===== config.mk =====
export PLATFORM = sky130hd
export DESIGN_NAME = icache_nway_ctrl
export DESIGN_NICKNAME = d
export VERILOG_FILES = /design/src/rtl/icache_nway_ctrl.sv
export SDC_FILE = /design/constraint.sdc
export NUM_CORES = 1
export LEC_CHECK = 0
export CORE_MARGIN = 10
export CORE_UTILIZATION = 35
export DETAILED_ROUTE_END_ITERATION = 16
export SYNTH_ARGS = -nofsm -noshare
export SYNTH_HDL_FRONTEND = slang
export SYNTH_SLANG_ARGS = --single-unit

===== constraint.sdc =====
create_clock -name CLK -period 8.1 [get_ports CLK]
set_clock_uncertainty 0.05 [all_clocks]
set_input_delay 1.62 -clock CLK [delete_from_list [all_inputs] [get_ports CLK]]
set_output_delay 1.62 -clock CLK [all_outputs]
set_load 0.05 [all_outputs]

===== src/rtl/icache_nway_ctrl.sv =====
// N-way set-associative instruction cache controller with true-LRU replacement,
// a single-beat refill handshake to main memory, flush, and saturating hit/miss counters.
module icache_nway_ctrl #(
  parameter int WAYS  = 2,
  parameter int SETS  = 4,
  parameter int WORDS = 2,
  parameter int CNT_W = 20
) (
  input  logic                  CLK,
  input  logic                  RESET_N,
  input  logic [31:0]           PC,
  input  logic                  PC_VALID,
  input  logic                  FLUSH,
  output logic                  MM_REQ,
  output logic [31:0]           MM_ADDR,
  input  logic                  MM_VALID,
  input  logic [32*WORDS-1:0]   MM_DATA,
  output logic                  HIT_WRITE,
  output logic [31:0]           INST,
  output logic [CNT_W-1:0]      CNT_HIT,
  output logic [CNT_W-1:0]      CNT_MISS,
  output logic [1:0]            DBG_STATE
);

  localparam int OFF_W = $clog2(WORDS);
  localparam int IDX_W = $clog2(SETS);
  localparam int TAG_W = 30 - OFF_W - IDX_W;
  localparam int AGE_W = (WAYS > 1) ? $clog2(WAYS) : 1;

  localparam logic [1:0] ST_IDLE = 2'd0;
  localparam logic [1:0] ST_REQ  = 2'd1;
  localparam logic [1:0] ST_DONE = 2'd2;

  // Refill handshake: MM_REQ is held high from the miss edge until the first
  // cycle MM_VALID is sampled high in REQ; that edge consumes MM_DATA.
  // MM_VALID outside REQ carries no meaning and is ignored.

  logic [1:0]             state;
  logic [SETS-1:0]        valid_q [WAYS];
  logic [TAG_W-1:0]       tag_q   [WAYS][SETS];
  logic [31:0]            data_q  [WAYS][SETS][WORDS];
  logic [AGE_W-1:0]       age_q   [SETS][WAYS];
  logic [IDX_W-1:0]       miss_idx;
  logic [TAG_W-1:0]       miss_tag;
  logic                   replay;
  logic [31:0]            last_pc;

  logic [OFF_W-1:0]       pc_off;
  logic [IDX_W-1:0]       pc_idx;
  logic [TAG_W-1:0]       pc_tag;
  logic                   hit;
  logic [AGE_W-1:0]       hit_way;
  logic [AGE_W-1:0]       victim;
  logic                   victim_found;
  logic                   lookup_hit;
  logic                   refill_fire;
  logic                   lru_en;
  logic [IDX_W-1:0]       lru_idx;
  logic [AGE_W-1:0]       lru_way;
  logic [AGE_W-1:0]       acc_age;
  logic [AGE_W-1:0]       lru_next [WAYS];
  logic                   unused_pc_bits;

  assign pc_off         = PC[OFF_W+1:2];
  assign pc_idx         = PC[IDX_W+OFF_W+1:OFF_W+2];
  assign pc_tag         = PC[31:IDX_W+OFF_W+2];
  assign unused_pc_bits = ^PC[1:0];
  assign DBG_STATE      = state;

  always_comb begin
    hit     = 1'b0;
    hit_way = '0;
    for (int w = 0; w < WAYS; w++) begin
      if (valid_q[w][pc_idx] && (tag_q[w][pc_idx] == pc_tag)) begin
        hit     = 1'b1;
        hit_way = AGE_W'(w);
      end
    end
  end

  // Lowest invalid way first, otherwise the oldest way of the latched set.
  always_comb begin
    victim       = '0;
    victim_found = 1'b0;
    for (int w = 0; w < WAYS; w++) begin
      if (!victim_found && !valid_q[w][miss_idx]) begin
        victim       = AGE_W'(w);
        victim_found = 1'b1;
      end
    end
    if (!victim_found) begin
      for (int w = 0; w < WAYS; w++) begin
        if (age_q[miss_idx][w] == AGE_W'(WAYS - 1)) victim = AGE_W'(w);
      end
    end
  end

  assign lookup_hit  = (state == ST_IDLE) && !FLUSH && PC_VALID && hit;
  assign refill_fire = (state == ST_REQ) && MM_VALID;

  always_comb begin
    lru_en  = 1'b0;
    lru_idx = pc_idx;
    lru_way = hit_way;
    if (refill_fire) begin
      lru_en  = 1'b1;
      lru_idx = miss_idx;
      lru_way = victim;
    end else if (lookup_hit) begin
      lru_en = 1'b1;
    end
    acc_age = age_q[lru_idx][lru_way];
    for (int w = 0; w < WAYS; w++) begin
      lru_next[w] = age_q[lru_idx][w];
      if (AGE_W'(w) == lru_way) lru_next[w] = '0;
      else if (age_q[lru_idx][w] < acc_age) lru_next[w] = age_q[lru_idx][w] + 1'b1;
    end
  end

  // Hit data is returned in the same cycle as the lookup.
  always_comb begin
    HIT_WRITE = 1'b0;
    INST      = '0;
    if (!RESET_N) begin
      HIT_WRITE = 1'b1;
    end else if (state == ST_IDLE) begin
      if (FLUSH) begin
        HIT_WRITE = 1'b0;
      end else if (!PC_VALID) begin
        HIT_WRITE = 1'b1;
      end else if (hit) begin
        HIT_WRITE = 1'b1;
        INST      = data_q[hit_way][pc_idx][pc_off];
      end
    end
  end

  always_ff @(posedge CLK or negedge RESET_N) begin
    if (!RESET_N) begin
      state    <= ST_IDLE;
      MM_REQ   <= 1'b0;
      MM_ADDR  <= '0;
      miss_idx <= '0;
      miss_tag <= '0;
      CNT_HIT  <= '0;
      CNT_MISS <= '0;
      replay   <= 1'b0;
      last_pc  <= '0;
      for (int w = 0; w < WAYS; w++) valid_q[w] <= '0;
      for (int s = 0; s < SETS; s++)
        for (int w = 0; w < WAYS; w++) age_q[s][w] <= AGE_W'(w);
    end else begin
      if (FLUSH)
        for (int w = 0; w < WAYS; w++) valid_q[w] <= '0;
      if (lru_en)
        for (int w = 0; w < WAYS; w++) age_q[lru_idx][w] <= lru_next[w];
      case (state)
        ST_IDLE: begin
          if (!FLUSH && PC_VALID) begin
            if (hit) begin
              if ((PC != last_pc) && !replay && (CNT_HIT != '1)) CNT_HIT <= CNT_HIT + 1'b1;
              last_pc <= PC;
              replay  <= 1'b0;
            end else begin
              miss_idx <= pc_idx;
              miss_tag <= pc_tag;
              MM_ADDR  <= {PC[31:OFF_W+2], (OFF_W+2)'(0)};
              MM_REQ   <= 1'b1;
              if (CNT_MISS != '1) CNT_MISS <= CNT_MISS + 1'b1;
              state    <= ST_REQ;
            end
          end
        end
        ST_REQ: begin
          // Placed after the flush clear so a coincident refill stays valid.
          if (MM_VALID) begin
            valid_q[victim][miss_idx] <= 1'b1;
            MM_REQ <= 1'b0;
            replay <= 1'b1;
            state  <= ST_DONE;
          end
        end
        default: state <= ST_IDLE;
      endcase
    end
  end

  always_ff @(posedge CLK) begin
    if (refill_fire) begin
      tag_q[victim][miss_idx] <= miss_tag;
      for (int k = 0; k < WORDS; k++)
        data_q[victim][miss_idx][k] <= MM_DATA[32*(WORDS-k)-1 -: 32];
    end
  end

endmodule


=== Word-level counts from Yosys, hierarchy flattened ===
Memory sizes are Yosys's and may differ from the RTL's.
Index checks and enable logic that the tools add are counted.

* $add $sub $neg: 4
* Multipliers: 0
* Divide/modulo/power cells: 0
* Magnitude comparators: 14
* Eq/ne operators: 10
* Shifts and indexed selects: 0
* Mux-type cells: 347
* Bitwise logic cells: 264
* Reductions and logical operators: 26

{| class="wikitable"
|+ Operators by type and width
! cell !! number
|-
| $mux 256 || 2
|-
| $mux 1 || 293
|-
| $mux 32 || 9
|-
| $demux 64 s2 || 2
|-
| $or 1x1->1 || 256
|-
| $mux 64 || 3
|-
| $mux 27 || 5
|-
| $bmux 64 s2 || 1
|-
| $bmux 27 s2 || 2
|-
| $mux 108 || 1
|-
| $demux 27 s2 || 1
|-
| $eq 27x27->1 || 2
|-
| $add 20x1->20 const B || 2
|-
| $ne 20x20->1 const B || 2
|-
| $ne 32x32->1 || 1
|-
| $mux 8 || 3
|-
| $mux 2 || 9
|-
| $bwmux 8 || 2
|-
| $reduce_and 4->1 || 4
|-
| $logic_and 1x1->1 || 14
|-
| $ge 3x3->1 const B || 3
|-
| $not 2->3 || 3
|-
| $reduce_and 3->1 || 3
|-
| $bmux 1 s2 || 4
|-
| other kinds (23) || 38
|}

* Register bits after elaboration: 150
* Latch bits: 0
* Memory bits (writable): 728
* Bits in read-only memories: 0
* Bits of input ports: 101
* Output and inout bits: 108
* Logic and storage cells: 686
* Memories: 2

{| class="wikitable"
|+ Memory list
! name !! words !! width !! read ports !! clocked after Yosys merged registers in !! write ports !! line !! RTL
|-
| data_q || 2 || 256 || 1 || 0 || 1 || 41 || <nowiki>logic [31:0] data_q [WAYS][SETS][WORDS];</nowiki>
|-
| tag_q || 2 || 108 || 2 || 0 || 1 || 40 || <nowiki>logic [TAG_W-1:0] tag_q [WAYS][SETS];</nowiki>
|}

=== Longest topological paths before layout ===
An unclocked memory read counts as a cell.

* Depth in word-level cells: 19
* Mapped depth: 16
* Depth with buffers taken out: 9

=== Worst setup path before layout ===
Ideal clock, no wire load.

* Path kind: input to register
* From: in MM_VALID
* To: mem data_q[1][192] (netlist name), enable pin
* Setup time: 654 ps
* Data arrival time: 8645 ps
* Required time: 7396 ps
* Path slack: -1249 ps
* Cell stages on the path: 6
* Path buffers: 1
* Path through: inv_1 or2_2 clkbuf_1 inv_2 nand2_1 nor3_1

* Word-level cells in the longest chain between the ends: 4
* Elaborated cells on any way between the ends: 5
* Those cells by class: mux: 3; bitwise: 1; reduce/logical: 1

{| class="wikitable"
|+ Ends and longest elaborated chain
! item !! line !! RTL
|-
| start, declared || 16 || <nowiki>input logic MM_VALID,</nowiki>
|-
| $logic_and 1x1->1 (*) || 99 || <nowiki>assign refill_fire = (state == ST_REQ) && MM_VALID;</nowiki>
|-
| $mux 1 (*) || 189 || <nowiki>if (refill_fire) begin</nowiki>
|-
| $mux 256 (implied by the code) || 192 || <nowiki>data_q[victim][miss_idx][k] <= MM_DATA[32*(WORDS-k)-1 -: 32];</nowiki>
|-
| $or 1x1->1 (no source line) (*) || n/a ||
|-
| end, declared || 41 ||
|}

Mark *: on every way between the ends. The rest lies on a longest branch, timed or not.

=== Final worst setup path ===
* From: in PC[3]
* To: out INST[30]

* Word-level cells in the longest chain between the ends: 19
* Elaborated cells on any way between the ends: 30
* Those cells by class: eq/ne: 2; mux: 24; bitwise: 1; reduce/logical: 2; memory: 1

{| class="wikitable"
|+ Ends and longest elaborated chain
! item !! line !! RTL
|-
| start, declared || 11 || <nowiki>input logic [31:0] PC,</nowiki>
|-
| $not 2->3 (implied by the code) || 74, 133 ||
|-
| $bmux 27 s2 || 74 || <nowiki>if (valid_q[w][pc_idx] && (tag_q[w][pc_idx] == pc_tag)) begin</nowiki>
|-
| $mux 27 (implied by the code) (2 in a row) || 74 ||
|-
| $eq 27x27->1 || 74 ||
|-
| $logic_and 1x1->1 || 74 ||
|-
| $mux 1 || 74 ||
|-
| $mem_v2 2x256 || n/a ||
|-
| $bmux 64 s2 || 133 || <nowiki>INST = data_q[hit_way][pc_idx][pc_off];</nowiki>
|-
| $mux 64 (implied by the code) (2 in a row) || 133 ||
|-
| $mux 32 (implied by the code) (3 in a row) || 133 ||
|-
| $mux 32 (*) || 131 || <nowiki>end else if (hit) begin</nowiki>
|-
| $mux 32 (*) || 129 || <nowiki>end else if (!PC_VALID) begin</nowiki>
|-
| $mux 32 (*) || 127 || <nowiki>if (FLUSH) begin</nowiki>
|-
| $mux 32 (*) || 126 || <nowiki>end else if (state == ST_IDLE) begin</nowiki>
|-
| $mux 32 (*) || 124 || <nowiki>if (!RESET_N) begin</nowiki>
|-
| end, declared || 19 || <nowiki>output logic [31:0] INST,</nowiki>
|}

Mark *: on every way between the ends. The rest lies on a longest branch, timed or not. The select of a mux whose other input is x is not followed.

==> summary.md <==
| Metric | Value |
|---|---|
| Reg2reg end | CNT_MISS[1]$_DFFE_PN0P_ |
| Setup crit end kind | output pin |
| Area grow syn2layout | 20.2% |
| DRT antenna net count | 0 |
| Die area | 114,000 um2 |
| Die height | 337 um |
| Max-cap violations | 0 |
| Worst hold path class | flip-flop to flip-flop |
| CTS sink count | 849 |
| Crit Reg-Reg Startpoint | tag_q[1][6]$_DFFE_PP_ |
| Synth top area cells | edfxtp_1, dfrtp_1, mux4_2 |
| Slew margin rel. | 0.241 |
| Vias per inst | 5.27 |
| Most frequent cell after synthesis | edfxtp_1 |
| Gr ovfl total | 0 |
| #FFs+latches synth | 849 |
| Worst skew pair latency | 0.68 ns |
| CP required | 6.43 ns |
| Minimum clock period | 7.45 ns |
| Seq/Total Area, Yosys | 0.708 |
| Post-Syn Area | 35,200 um2 |
| Slowest stage delay, CP | 0.60 ns |
| Area of the core | 99,900 um2 |
| Main synth FF type | edfxtp_1 |
| CTS Root Cell | clkbuf_16 |
| Largest net degree at the start of global routing | 65 |
| Status | finished clean |
| CTS Buffer Depth | 3 |
| Vias in the first global route | 20,006 |
| Vias | 18,548 |
| Synth cell types | 64 |
| Critical Path Slowest Stage Cell | mux4_2 |
| Initial DRC count | 1,278 |
| CP Data Arrival Time | 5.78 ns |
| Worst path cell trace | buf_8 -> mux4_2 -> xnor2_1 -> nand4_1 -> nor4_1 -> nand4_1 -> a21oi_4 -> nand2_1 -> a21oi_1 -> nor4b_1 -> buf_12 |
| Min-Delay Path Depth | 1 |
| Peak VDD IR | 0.200 mV |
| Most used cell, CP | nand4_1 |
| TritonCTS buffer count | 94 |
| RSZ-0062 raised after global routing | false |
| CTS clk-pin slew, worst paths | 0.06 ns |
| Pre-antenna DRT Iters | 5 |
| Final Net Count | 2,242 |
| Clock tree from TritonCTS | done |
| Pin slew with the least headroom to its limit | 1.14 ns |
| Gp weighted congestion | 0.773 |
| Global-route usage over all layers | 0.155 |
| Post-DP HPWL | 53,400 um |
| Final WL | 88,900 um |
| FF-to-FF path depth | 10 |
| Leakage | 14.4 nW |
| R2R setup slack | 4.16 ns |
| Top Ports | 209 |
| Crit-path max FO | 59 |
| EDFF count, synth | 728 |
| H-tree depth | 3 |
| PD cells | 244 nW/um2 |
| Crit Path Category | input pin to output pin |
| Top achievable clock speed | 134 MHz |
| WHS Endpoint | CNT_HIT[6]$_DFFE_PN0P_ |
| Final hold vios | 0 |
| Post-Syn Instances | 1,886 |
| Hold slack final | 0.444 ns |
| Initial antenna violation count | 11 |
| Synth top cells by count | edfxtp_1, mux2_2, mux2i_1, mux4_2, dfrtp_1 |
| Initial core utilization | 0.352 |
| YS warnings | 0 |
| Critical path startpoint category | input pin |
| Total power draw | 10.3 mW |
| First-pass GRT wire length | 132,000 um |
| Synth area leader | edfxtp_1 |
| Num rows | 116 |
| Port Buffers | 205 |
| Die width | 337 um |
| Hold-fix buffers at CTS | 0 |
| Slew Limit Fails | 0 |
| Layout cells sized above 1 | 0.261 |
| Final Cycle Share | 0.919 |
| Post CTS Setup Buffer Count | 0 |
| Syn_area_per_cell | 18.6 um2 |
| Hold Crit Start | CNT_HIT[6]$_DFFE_PN0P_ |
| Top cell type's share of synthesized area | 0.622 |
| Cts repair resizes | 0 |
| # DRC | 0 |
| WL/cell | 25.3 um |
| Final setup fails | 0 |
| Fraction of registers with async set/reset | 0.143 |
worst max-delay path by stage:
stage	slack (ns)	to	startpoint	cells past startpoint
after CTS	0.65	INST[30]	PC[3]	11
after global routing	0.37	INST[30]	PC[3]	11
after global placement	0.71	INST[30]	PC[3]	11
final	0.65	INST[30]	PC[3]	11
after detailed placement	0.70	INST[30]	PC[3]	11
after floorplan	-1.03	data_q[0][100]$_DFFE_PP_	MM_VALID	4
placed cells by master (no fill, tap or decap), types with 28 or more instances in the layout:
cell / netlist / layout
clkdlybuf4s50_1: 0 / 170
edfxtp_1: 728 / 728
a22oi_1: 28 / 28
mux2_2: 198 / 198
dfrtp_1: 117 / 117
clkbuf_16: 0 / 95
nand2_1: 36 / 36
o211a_1: 31 / 31
a21oi_1: 33 / 33
mux2i_1: 138 / 138
xor2_1: 50 / 50
mux4_2: 129 / 129
xnor2_1: 78 / 78
buf_4: 13 / 48
buf_12: 0 / 33
nor2_1: 40 / 33
cell families after synthesis:
group	Yosys count	share of synthesized area
AO/OA/AOI/OAI	148	0.0323
XOR/XNOR	128	0.0319
adder cells (fa/ha/maj)	2	0.000712
buffers and inverters	116	0.0151
flip-flops	849	0.708
multiplexers	465	0.185
other	1	0.000107
AND/OR/NAND/NOR	177	0.0266
final cells by class:
cell class                 count  area [um2]
clock buffer                 121        2510
antenna                        2        5.00
clock inverter                55         548
tap                         1298        1620
inverter                      18        67.6
timing repair buffer         253        2750
fill                        8843       57600
multi-input combinational    923        9850
sequential                   849       24900
report_power, final:
| group | switching [mW] | internal (mW) |
|---|---|---|
| Sequential | 0.165 | 5.00 |
| Clock | 1.75 | 2.44 |
| Combinational | 0.603 | 0.364 |
sequential cells by signal, indices dropped and copies added (netlist names), 2 cells and up:
register / count
miss_tag: 27
DBG_STATE: 2
last_pc: 32
tag_q: 216
age_q: 8
CNT_MISS: 20
CNT_HIT: 20
valid_q: 8
data_q: 512
routing by layer:
layer  vias up  share of wire  global-route usage
li1       8078              -                   -
met3       139          0.057              0.0331
met4        14          0.021              0.0414
met5         -         0.0011                   0
met1      9810           0.42               0.197
met2       507           0.51               0.267
metrics by stage:
stage | instances | utilization | setup TNS, ns | setup slack [ns] | area [um2]
final | 3519 | 0.423 | 0 | 0.653 | 42300
after global routing | 3517 | 0.423 | 0 | 0.371 | 42300
after CTS | 3517 | 0.423 | 0 | 0.654 | 42300
after detailed placement | 3341 | 0.392 | 0 | 0.701 | 39200
after global placement | 3341 | 0.392 | 0 | 0.712 | 39200
after floorplan | 1888 | - | -282.81 | -1.03 | 35200
critical path: cells and delay by family:
kind / cells / cell delay (ns)
mux: 1 / 0.60
xor+xnor: 1 / 0.20
compound gates: 2 / 0.51
buf+inv: 2 / 0.69
simple gates: 5 / 2.05
No activity file was read; power rests on OpenSTA's default activity.
